[src/rtl/button_debouncer.sv]
// button_debouncer: conditions raw push-button pins for the 16 MHz domain.
// Each channel is normalised to pressed = 1, passed through a 2-flop
// synchroniser, then filtered by a stability counter. The outputs are a clean
// registered level plus one-cycle press/release strobes per channel.
module button_debouncer #(
    parameter int NBUTTONS        = 2,
    parameter int DEBOUNCE_CYCLES = 65536,
    parameter bit ACTIVE_LOW      = 1'b1
) (
    input  logic                i_clk,
    input  logic                i_reset_n,
    input  logic [NBUTTONS-1:0] i_buttons,
    output logic [NBUTTONS-1:0] o_buttons,
    output logic [NBUTTONS-1:0] o_pressed,
    output logic [NBUTTONS-1:0] o_released
);

    // A single-cycle threshold still needs a 1-bit counter to keep the
    // arithmetic well formed; it simply never leaves zero.
    localparam int CNT_W = (DEBOUNCE_CYCLES > 1) ? $clog2(DEBOUNCE_CYCLES) : 1;
    localparam logic [CNT_W-1:0] CNT_MAX = CNT_W'(DEBOUNCE_CYCLES - 1);
    localparam logic [CNT_W-1:0] CNT_ONE = CNT_W'(1);

    logic [NBUTTONS-1:0] btn_norm;
    logic [NBUTTONS-1:0] sync_q1;
    logic [NBUTTONS-1:0] sync_q2;
    logic [CNT_W-1:0]    cnt_q [NBUTTONS];

    // Normalise polarity so that pressed always reads as 1 downstream.
    assign btn_norm = ACTIVE_LOW ? ~i_buttons : i_buttons;

    // Two-flop synchroniser bringing the asynchronous pins into i_clk.
    always_ff @(posedge i_clk or negedge i_reset_n) begin
        if (!i_reset_n) begin
            sync_q1 <= '0;
            sync_q2 <= '0;
        end else begin
            // NOTE: non-blocking assignments make sync_q2 take the old sync_q1,
            // giving two real flop stages instead of collapsing into one.
            sync_q1 <= btn_norm;
            sync_q2 <= sync_q1;
        end
    end

    // Per-channel stability counter: accept a new level only after it has
    // differed from the current state for DEBOUNCE_CYCLES evaluations in a row.
    always_ff @(posedge i_clk or negedge i_reset_n) begin
        if (!i_reset_n) begin
            // NOTE: the counter array is a handful of flops, not a RAM, so it is
            // cleared here; a partial count must not survive a reset.
            for (int i = 0; i < NBUTTONS; i++) begin
                cnt_q[i] <= '0;
            end
            o_buttons  <= '0;
            o_pressed  <= '0;
            o_released <= '0;
        end else begin
            for (int i = 0; i < NBUTTONS; i++) begin
                // Strobes default low so each one lasts exactly one cycle.
                o_pressed[i]  <= 1'b0;
                o_released[i] <= 1'b0;
                if (sync_q2[i] == o_buttons[i]) begin
                    // Any return to the current level discards the partial count.
                    cnt_q[i] <= '0;
                end else if (cnt_q[i] == CNT_MAX) begin
                    o_buttons[i]  <= sync_q2[i];
                    cnt_q[i]      <= '0;
                    o_pressed[i]  <= sync_q2[i];
                    o_released[i] <= ~sync_q2[i];
                end else begin
                    cnt_q[i] <= cnt_q[i] + CNT_ONE;
                end
            end
        end
    end

endmodule

[config.mk]
export PLATFORM = sky130hd
export DESIGN_NAME = button_debouncer
export DESIGN_NICKNAME = d
export VERILOG_FILES = /design/src/rtl/button_debouncer.sv
export SDC_FILE = /design/constraint.sdc
export NUM_CORES = 1
export LEC_CHECK = 0
export CORE_ASPECT_RATIO = 0.75
export CORE_MARGIN = 3
export CORE_UTILIZATION = 30
export DETAILED_ROUTE_END_ITERATION = 7
export GPL_TIMING_DRIVEN = 0
export PLACE_DENSITY = 0.43
export SLEW_MARGIN = 20
export SYNTH_ARGS = -nofsm -noshare
export SYNTH_HDL_FRONTEND = slang
export SYNTH_SLANG_ARGS = --single-unit
[constraint.sdc]
create_clock -name i_clk -period 2.9 [get_ports i_clk]
set_clock_uncertainty 0.15 [all_clocks]
set_input_delay 0.435 -clock i_clk [delete_from_list [all_inputs] [get_ports i_clk]]
set_output_delay 0.435 -clock i_clk [all_outputs]
set_load 0.05 [all_outputs]
* After elaboration in Yosys (flattened, before gate mapping)
Cells that the tools add are included.
** Storage, ports and cells
- Bits in registers :: 42
- Bits of input ports :: 4
** Operators by class
- Add/subtract/negate cells :: 2
- Eq/ne operators :: 4
- Mux-type cells :: 12
- Bitwise logic cells :: 5
- Reduce and logical (&&, ||, !) cells :: 2
** Operator list (count)
- two-way mux 16 bit :: 4
- adder 16 x 1 -> 16 bit (second input constant) :: 2
- equality test 16 bit (second input constant) :: 2
- two-way mux 1 bit :: 8
- NOT 1 bit :: 4
- AND reduction 2 bit :: 2
- equality test 1 bit :: 2
- NOT 2 bit :: 1

* Depth between registers and ports, before layout
Gate-level depths: netlist of the first run.
- Depth in word-level cells :: 3
- Depth in mapped cells :: 6
- Depth with buffers taken out :: 5

* Worst setup path after synthesis of the first run
No wires, ideal clock.
- Kind :: register -> register
- From :: reg cnt_q[0] in the netlist's numbering
- To :: reg o_buttons[1]
- Setup time :: 0.125 ns
- Data arrival time :: 1.634 ns
- Data required time :: 2.625 ns
- Setup slack :: 0.991 ns
- Cell stages (with the launch flop) :: 5
- Period minus slack after synthesis :: 1.909 ns
- Path through :: dfrtp_1 ha_1 nand3_1 or4_4 mux2_4
** On the way
- Cells in the longest elaborated chain, start to end :: 2
** Ends and longest elaborated chain
- start: declaration :: line 27 : logic [CNT_W-1:0] cnt_q [NBUTTONS];
- start signal: indexed assignment :: line 71 : cnt_q[i] <= cnt_q[i] + CNT_ONE;
- equality test 16 bit :: line 65 : end else if (cnt_q[i] == CNT_MAX) begin
- AND reduction 2 bit (no line)
- end signal: indexed assignment :: line 66 : o_buttons[i] <= sync_q2[i];
- end: declaration :: line 13 : output logic [NBUTTONS-1:0] o_buttons,
No other way between the ends.
A chain may end at the register's enable or synchronous reset.

* Worst setup path in the final report of the first run
- From :: reg cnt_q[0] in the netlist's numbering
- To :: reg cnt_q[8] in the netlist's numbering
** On the way
- Cells in the longest elaborated chain, start to end :: 3
- Elaborated cells between the ends (all ways) :: 4
- Those cells by class :: add/sub: 1; eq/ne: 1; mux: 2
** Ends and longest elaborated chain
- adder 16 x 1 -> 16 bit or equality test 16 bit (tied branches) :: line 71, 65
- two-way mux 16 bit * :: line 65
- two-way mux 16 bit * :: line 62 : if (sync_q2[i] == o_buttons[i]) begin
Mark *: on every way between the ends. The rest lies on a longest branch, timed or not.

==> results of run 1 <==
## path summary, 6_finish.rpt
kind / depth (start not counted) / slack (ns) / from / to
worst max-delay path: 6 / 0.76 / cnt_q[0] / cnt_q[8]
worst min-delay path: 0 / 0.21 / sync_q1[0] / sync_q2[0]
worst max register to register: 6 / 0.76 / cnt_q[0] / cnt_q[8]
worst min register to register: 0 / 0.21 / sync_q1[0] / sync_q2[0]
max in group asynchronous: 3 / 1.65 / i_reset_n / o_pressed[1]
min in group asynchronous: 2 / 0.46 / i_reset_n / cnt_q[27]
## what timing repair did
item / 4_1_cts / 5_1_grt
hold buffers: 1 / 0
hold endpoints to repair: 16 / 0
resized for setup: 0 / 0
setup endpoints to repair: 0 / 0
## final cells by class
class                      instances  area share (%)
timing repair buffer              11            5.24
sequential                        42            47.8
multi-input combinational        121            35.8
buffer                             2            1.02
tap                               78            4.44
clock inverter                     1           0.228
clock buffer                       7            3.93
inverter                           9            1.54
## registers in the layout, summed over array words and instances, names as in the netlist
name        cells
sync_q1         2
cnt_q          32
o_pressed       2
o_released      2
o_buttons       2
sync_q2         2
## cells in the mapped netlist, drive strengths merged
master,number,area [µm²]
nand4,8,80.1
nand2b,2,27.5
nor4,6,37.5
nor3,8,40.0
mux2,2,30.0
xor2,2,17.5
nor3b,4,30.0
inv,9,33.8
nand3,10,55.1
xnor2,28,245
dfrtp,42,1050
buf,2,22.5
ha,2,25.0
nor2,40,150
or4,2,22.5
nand2,7,26.3
## kinds of logic (layout without fill, tap and decap cells)
group | after synthesis | count (layout) | share of synthesized area, %
multiplexers | 2 | 2 | 1.59
AND/OR/NAND/NOR | 87 | 87 | 24.8
buffers and inverters | 11 | 30 | 2.97
flip-flops | 42 | 42 | 55.5
adder cells (fa/ha/maj) | 2 | 2 | 1.32
XOR/XNOR | 30 | 30 | 13.9
## worst max-delay path, delay by kind of cell, from the launching register on
kind / cells / cell delay [ns]
adders and majority gates: 1 / 0.20
buffers and inverters: 1 / 0.15
DFF: 1 / 0.39
and+or+nand+nor: 4 / 1.14
## where the power goes
part	internal [mW]	switching (mW)	leakage, nW	total (mW)
combinational	0.0190	0.0266	0.280	0.0456
sequential	0.595	0.00866	0.573	0.603
clock	0.192	0.189	0.0482	0.381
## layer usage
layer | vias up | wire length, µm | part of all wire (%)
li1 | 606 | - | -
met1 | 575 | 1740 | 52
met2 | 31 | 1370 | 41
met3 | 5 | 172 | 5.2
met4 | 0 | 44 | 1.3
met5 | - | 0 | 0
## metrics by stage
stage / cell area [µm²] / power [mW] / hold WS [ns] / cells
floorplan: 1890 / 0.636 / -0.0106 / 174
global placement: 2080 / 0.656 / 0.195 / 261
detailed placement: 2100 / 0.661 / 0.186 / 262
CTS: 2200 / 1.05 / 0.212 / 271
global route: 2200 / 1.08 / 0.221 / 271
finish: 2200 / 1.03 / 0.206 / 271
==> impl_results.md, run 1 <==
* M1 GR Usage at 13.9%
* Critical path capture point type: register
* IO Pins at 10
* Arrival time at the worst endpoint at 2.17 ns
* Root Driver: clkbuf_8
* Drt via density at 4.49
* Achievable clock frequency at 467 MHz
* Minimum clock period at 2.14 ns
* Met2 Use GR at 14.4%
* Post-synthesis cell area at 1890 µm²
* Worst path max stage delay at 0.66 ns
* Clock-pin slew on the worst setup and hold paths at 0.08 ns
* Critical path type: register to register
* Pwr Density at 468 nW/µm²
* Gr busiest metal: met2
* Starting DRT DRC Count at 43
* Nets at 198
* Die area at 7310 µm²
* Max-cap violations at 0
* Post-synthesis cell count at 174
* Worst EP required at 2.93 ns
* Core Area at 5950 µm²
* Largest net degree at the start of global routing at 27
* RePlAce Congestion at 0.796
* Post-CTS setup buffers at 0
* Clock Path Buffers at 2
* Number of fill cells at 589
* Total GRT Usage at 10.1%
* Initial antenna violation count at 0
* TritonCTS clock tree: yes
* M3 GR Usage at 3.70%
* VDD IR max at 0.000170 V
* # diodes at 0
* Most frequent cells in the layout: dfrtp_1 (42), nor2_1 (40), xnor2_1 (28)
* Area of the multi-input gates at 787 µm²
* Setup WS pre-CTS at 0.770 ns
* Slowest stage cell, crit path: or4_4
* Post-synthesis sequential area ratio at 55.5%
* HP Class: register to register
* Flip-flop and latch count after synthesis at 42
* Fin crit share at 73.8%
* H-Tree Level Count at 2
* Fin worst setup slack at 0.759 ns
* CP Cell Sequence: ha_1 -> nand3_1 -> or4_4 -> nand2b_4 -> buf_6 -> nor2_1
* Post-Route WL at 3330 µm
* Die outline width at 97.8 µm
* Worst setup SP type: register
* TritonCTS Sinks at 42
* Commonest non-fill, non-tap cell in the layout: dfrtp_1
* Setup total negative slack at 0 ns
* IO Port Bufs at 9
* Synthesized area per cell at 10.9 µm²
* Syn nets at 180
* Final slew viol count at 0
* Endpoints failing hold at 0
* # rows at 24
* Avg WL per Cell at 12.3 µm
* Drt drc at 0
* Vias in the first global route at 1176
* FF/Latch Area at 1050 µm²
* First-pass GRT wire length at 5710 µm
* Layout cells sized above 1 at 10.4%
* Least-Margin Pin Slew at 0.493 ns
* RSZ-0062 raised after global routing: false
* Worst Path Max Fanout at 10
* Initial Utilization at 31.9%
* Post-DP HPWL at 2360 µm
* Clk Latency, worst-skew pair at 0.29 ns
* Final core utilization at 37.0%
* Vias after detailed routing at 1217
* GRT overflow at 0
* Post-synth cell types at 18
* Layout Area Growth over Synthesis at 16.1%
* Leakage at 0.901 nW
* Antenna-violating nets left at 0
* Yosys Warn Count at 0
* Drt pass-1 iters at 4
* DIE HEIGHT at 74.8 µm
* Status: completed
* Relative slew slack at 67.0%
* Setup Viol. Count Final at 0
* Total CTS buffers at 5
No activity file was read; power rests on OpenSTA's default activity.
==> run 2, diff against run 1 <==
PLACE_DENSITY = 0.44   (was 0.43)
clock period = 1.8 ns   (was 2.9 ns; I/O delays follow)
==> impl_results.md, run 2 (same netlist as run 1, synthesis figures left out) <==
* RePlAce Congestion at 0.802
* R2r setup slk at 0.01 ns
* Critical path capture point type: register
* Total GRT Usage at 10.7%
* Drt pass-1 iters at 4
* Post-DP HPWL at 2420 µm
* Minimum clock period at 1.79 ns
* VDD IR max at 0.000272 V
* Worst Path Max Fanout at 4
* Leakage at 1.03 nW
* Root Driver: clkbuf_8
* Die outline width at 97.8 µm
* Least-Margin Pin Slew at 0.539 ns
* Hold_ws at 0.216 ns
* Setup total negative slack at 0 ns
* Final slew viol count at 0
* Nets at 219
* GRT overflow at 0
* Max-cap violations at 0
* IO Pins at 10
* Setup Viol. Count Final at 0
* Drt via density at 4.59
* Biggest register: cnt_q
* # diodes at 0
* Max reg flops at 32
* Clock-pin slew on the worst setup and hold paths at 0.08 ns
* Most frequent cells in the layout: nor2_1 (40), dfrtp_1 (39), xnor2_1 (28)
* Antenna-violating nets left at 0
* Largest net degree at the start of global routing at 23
* HP Class: register to register
* First-pass GRT wire length at 6030 µm
* # rows at 24
* Final core utilization at 40.8%
* Endpoints failing hold at 0
* Layout Area Growth over Synthesis at 28.0%
* Setup WS pre-CTS at -0.137 ns
* Relative slew slack at 64.1%
* DIE HEIGHT at 74.8 µm
* Die area at 7310 µm²
* Vias after detailed routing at 1340
* Post-Route WL at 3650 µm
* RSZ-0062 raised after global routing: true
* Fin crit share at 99.4%
* Achievable clock frequency at 559 MHz
* Layout cells sized above 1 at 22.9%
* Number of fill cells at 590
* Status: completed
* Worst EP required at 1.83 ns
* Fin worst setup slack at 0.0106 ns
* Starting DRT DRC Count at 57
* Avg WL per Cell at 12.5 µm
* Vias in the first global route at 1251
* TritonCTS clock tree: yes
* Core Area at 5950 µm²
* Initial antenna violation count at 0
* Initial Utilization at 31.9%
* Commonest non-fill, non-tap cell in the layout: nor2_1
* Critical path type: register to register
* Clock Path Buffers at 2
* Design area at 2420 µm²
* Placed Cells at 262
* Clk Latency, worst-skew pair at 0.29 ns
* Drt drc at 0
* Total CTS buffers at 5
* Placed cell area at 2110 µm²
* Final cell count without fillers at 292
* IO Port Bufs at 9
* Worst setup SP type: register
* Total power at 1.70 mW
* Arrival time at the worst endpoint at 1.82 ns
* Pwr Density at 699 nW/µm²
* TritonCTS Sinks at 42
* H-Tree Level Count at 2
## run 2: changes by cell type in the layout (fill, tap and decap cells not counted), sizes merged
cell           before  now
buf                 4   25
clkdlybuf4s50       8    2
dlygate4sd2         0    6
## run 2: per-layer routing
layer | routed length (µm) | track usage [%] | vias up | share of wire, %
li1 | - | - | 653 | -
met1 | 1810 | 14.1 | 662 | 50
met2 | 1640 | 16.5 | 21 | 45
met3 | 156 | 3.43 | 4 | 4.3
met4 | 43 | 4.61 | 0 | 1.2
met5 | 0 | 0 | - | 0
## run 2: worst max-delay path: stages (launching register included)
cell     delay (ns)
dfrtp_1        0.41
ha_4           0.17
nand3_4        0.06
or4_4          0.57
mux2_4         0.31
## run 2: path summary, 6_finish.rpt
path,from,endpoint,cells past startpoint
max in group asynchronous,i_reset_n,cnt_q[21],3
hold / removal,sync_q1[0],sync_q2[0],0
hold reg to reg,sync_q1[0],sync_q2[0],0
setup / recovery,cnt_q[17],o_buttons[0],4
min in group asynchronous,i_reset_n,o_buttons[0],2
setup reg to reg,cnt_q[17],o_buttons[0],4
## run 2: repair_timing
item	CTS	global route
hold buffers	1	0
pin swaps	5	6
gates resized for setup	14	5
setup buffers	6	15
setup endpoints to repair	29	27
hold endpoints to repair	21	0
## run 2: final cells by class
type                    count  area, µm²  area share [%]
flip-flops and latches     42       1050            43.5
multi-input cells         121        845            34.8
repair buffers             32        273            11.2
well taps                  78       97.6            4.02
clock buffers               7       86.3            3.56
inverters                   9       33.8            1.39
plain buffers               2       30.0            1.24
clock inverters             1       5.00           0.206
## run 2: power by group
part           total (mW)  switching [mW]  internal (mW)  leakage (nW)
clock               0.619           0.309          0.310        0.0482
combinational       0.101          0.0503         0.0507         0.410
sequential          0.976          0.0178          0.958         0.568
==> run 3, diff against run 2 <==
CELL_PAD_IN_SITES_DETAIL_PLACEMENT = 1   (was default)
CELL_PAD_IN_SITES_GLOBAL_PLACEMENT = 2   (was default)
PLACE_DENSITY = 0.62   (was 0.44)
SETUP_SLACK_MARGIN = 0.4   (was default)
==> impl_results.md, run 3 (same netlist as run 1, synthesis figures left out) <==
* H-Tree Level Count at 2
* Max reg flops at 32
* TritonCTS Sinks at 42
* Nets at 239
* Relative slew slack at 65.4%
* Sw frac at 23.8%
* Final cell count without fillers at 312
* Minimum clock period at 1.72 ns
* Worst Path Max Fanout at 5
* Setup total negative slack at 0 ns
* Die area at 7310 µm²
* DIE HEIGHT at 74.8 µm
* Hold_ws at 0.205 ns
* Setup Viol. Count Final at 0
* Die outline width at 97.8 µm
* Largest net degree at the start of global routing at 23
* Final slew viol count at 0
* # diodes at 0
* Fin crit share at 95.5%
* Endpoints failing hold at 0
* RSZ-0062 raised after global routing: true
* Worst setup SP type: register
* RePlAce Congestion at 0.732
* Critical path capture point type: register
* IO Port Bufs at 9
* Seq pwr share at 55.9%
* TritonCTS clock tree: yes
* Pwr Density at 645 nW/µm²
* Clk pwr share at 36.9%
* Switching power at 0.416 mW
* Initial antenna violation count at 0
* Number of fill cells at 654
* Design area at 2710 µm²
* Placed Cells at 262
* Vias after detailed routing at 1459
* Achievable clock frequency at 582 MHz
* Avg WL per Cell at 14.9 µm
* GRT overflow at 0
* Layout Area Growth over Synthesis at 42.9%
* Worst EP required at 1.84 ns
* Comb pwr share at 7.1%
* VDD IR max at 0.000268 V
* Status: completed
* Arrival time at the worst endpoint at 1.76 ns
* Area of the multi-input gates at 937 µm²
* Most frequent cells in the layout: dfrtp_1 (37), buf_4 (32), xnor2_1 (28)
* Critical path type: register to register
* Initial Utilization at 31.9%
* Vias in the first global route at 1482
* Total GRT Usage at 13.1%
* Total power at 1.75 mW
* Post-DP HPWL at 2670 µm
* Layout cells sized above 1 at 43.2%
* Drt pass-1 iters at 4
* Leakage at 1.14 nW
* Placed cell area at 2160 µm²
* # rows at 24
* Starting DRT DRC Count at 23
* Clock Path Buffers at 2
* Biggest register: cnt_q
* IO Pins at 10
* Drt via density at 4.68
* Total CTS buffers at 5
* Clk Latency, worst-skew pair at 0.30 ns
* Clock-pin slew on the worst setup and hold paths at 0.08 ns
* FF/Latch Area at 1060 µm²
* Antenna-violating nets left at 0
* Commonest non-fill, non-tap cell in the layout: dfrtp_1
* Max-cap violations at 0
* First-pass GRT wire length at 7340 µm
* Root Driver: clkbuf_8
* Least-Margin Pin Slew at 0.519 ns
* Post-Route WL at 4660 µm
* Internal power at 1.33 mW
* Drt drc at 0
* HP Class: register to register
* Core Area at 5950 µm²
==> run 3: changes by cell type in the layout (fill, tap and decap cells not counted), sizes merged <==
cell,delta
buf,+25
clkinvlp,+1
dlygate4sd2,-6
==> run 3: area by class of cell <==
cell class                      count  area share [%]
Inverter                            9            1.25
Buffer                              2           0.970
Sequential cell                    42            39.0
Clock buffer                        6            3.05
Clock inverter                      2           0.462
Tap cell                           78            3.60
Multi-Input combinational cell    121            34.6
Timing Repair Buffer               52            17.0
==> run 3: worst max-delay path, cell delays in order (launching register included) <==
cell	delay, ns
dfrtp_1	0.46
nand4_1	0.11
or4_4	0.57
nand2b_4	0.14
buf_6	0.14
nor2_1	0.04
==> run 3: power groups by stage <==
stage | Sequential [mW] | Clock (mW) | Combinational [mW]
floorplan | 0.993 | 0 | 0.0418
global placement | 0.995 | 0 | 0.0745
detailed placement | 0.996 | 0 | 0.0843
CTS | 0.975 | 0.672 | 0.113
global route | 0.979 | 0.720 | 0.139
finish | 0.976 | 0.645 | 0.125
==> run 3: layer usage <==
metal	global-route usage [%]	share of wire, %
met1	17.6	48
met2	20.8	47
met3	3.52	2.9
met4	5.07	1.5
met5	0	0
==> run 3: final timing paths <==
kind	from	end	slack [ns]	depth (start not counted)
worst min register to register	sync_q1[1]	sync_q2[1]	0.20	0
max in group asynchronous	i_reset_n	cnt_q[5]	0.66	3
worst min-delay path	sync_q1[1]	sync_q2[1]	0.20	0
worst max-delay path	cnt_q[28]	cnt_q[24]	0.08	5
worst max register to register	cnt_q[28]	cnt_q[24]	0.08	5
min in group asynchronous	i_reset_n	cnt_q[8]	0.32	2
==> run 3: repair_timing <==
action | CTS | global route
hold endpoints to repair | 20 | 0
pin swaps | 10 | 4
gates resized for setup | 52 | 22
cloned | 1 | 1
hold buffers | 1 | 0
setup buffers | 24 | 15
endpoints found under the setup margin | 44 | 40
==> run 3: through the flow <==
| stage | utilization [%] | worst slack [ns] |
|---|---|---|
| finish | 45.5 | 0.0807 |
| global route | 45.5 | 0.0155 |
| CTS | 42.3 | 0.0659 |
| detailed placement | 36.3 | -0.0856 |
| global placement | 35.9 | -0.751 |
| floorplan | - | 0.0706 |
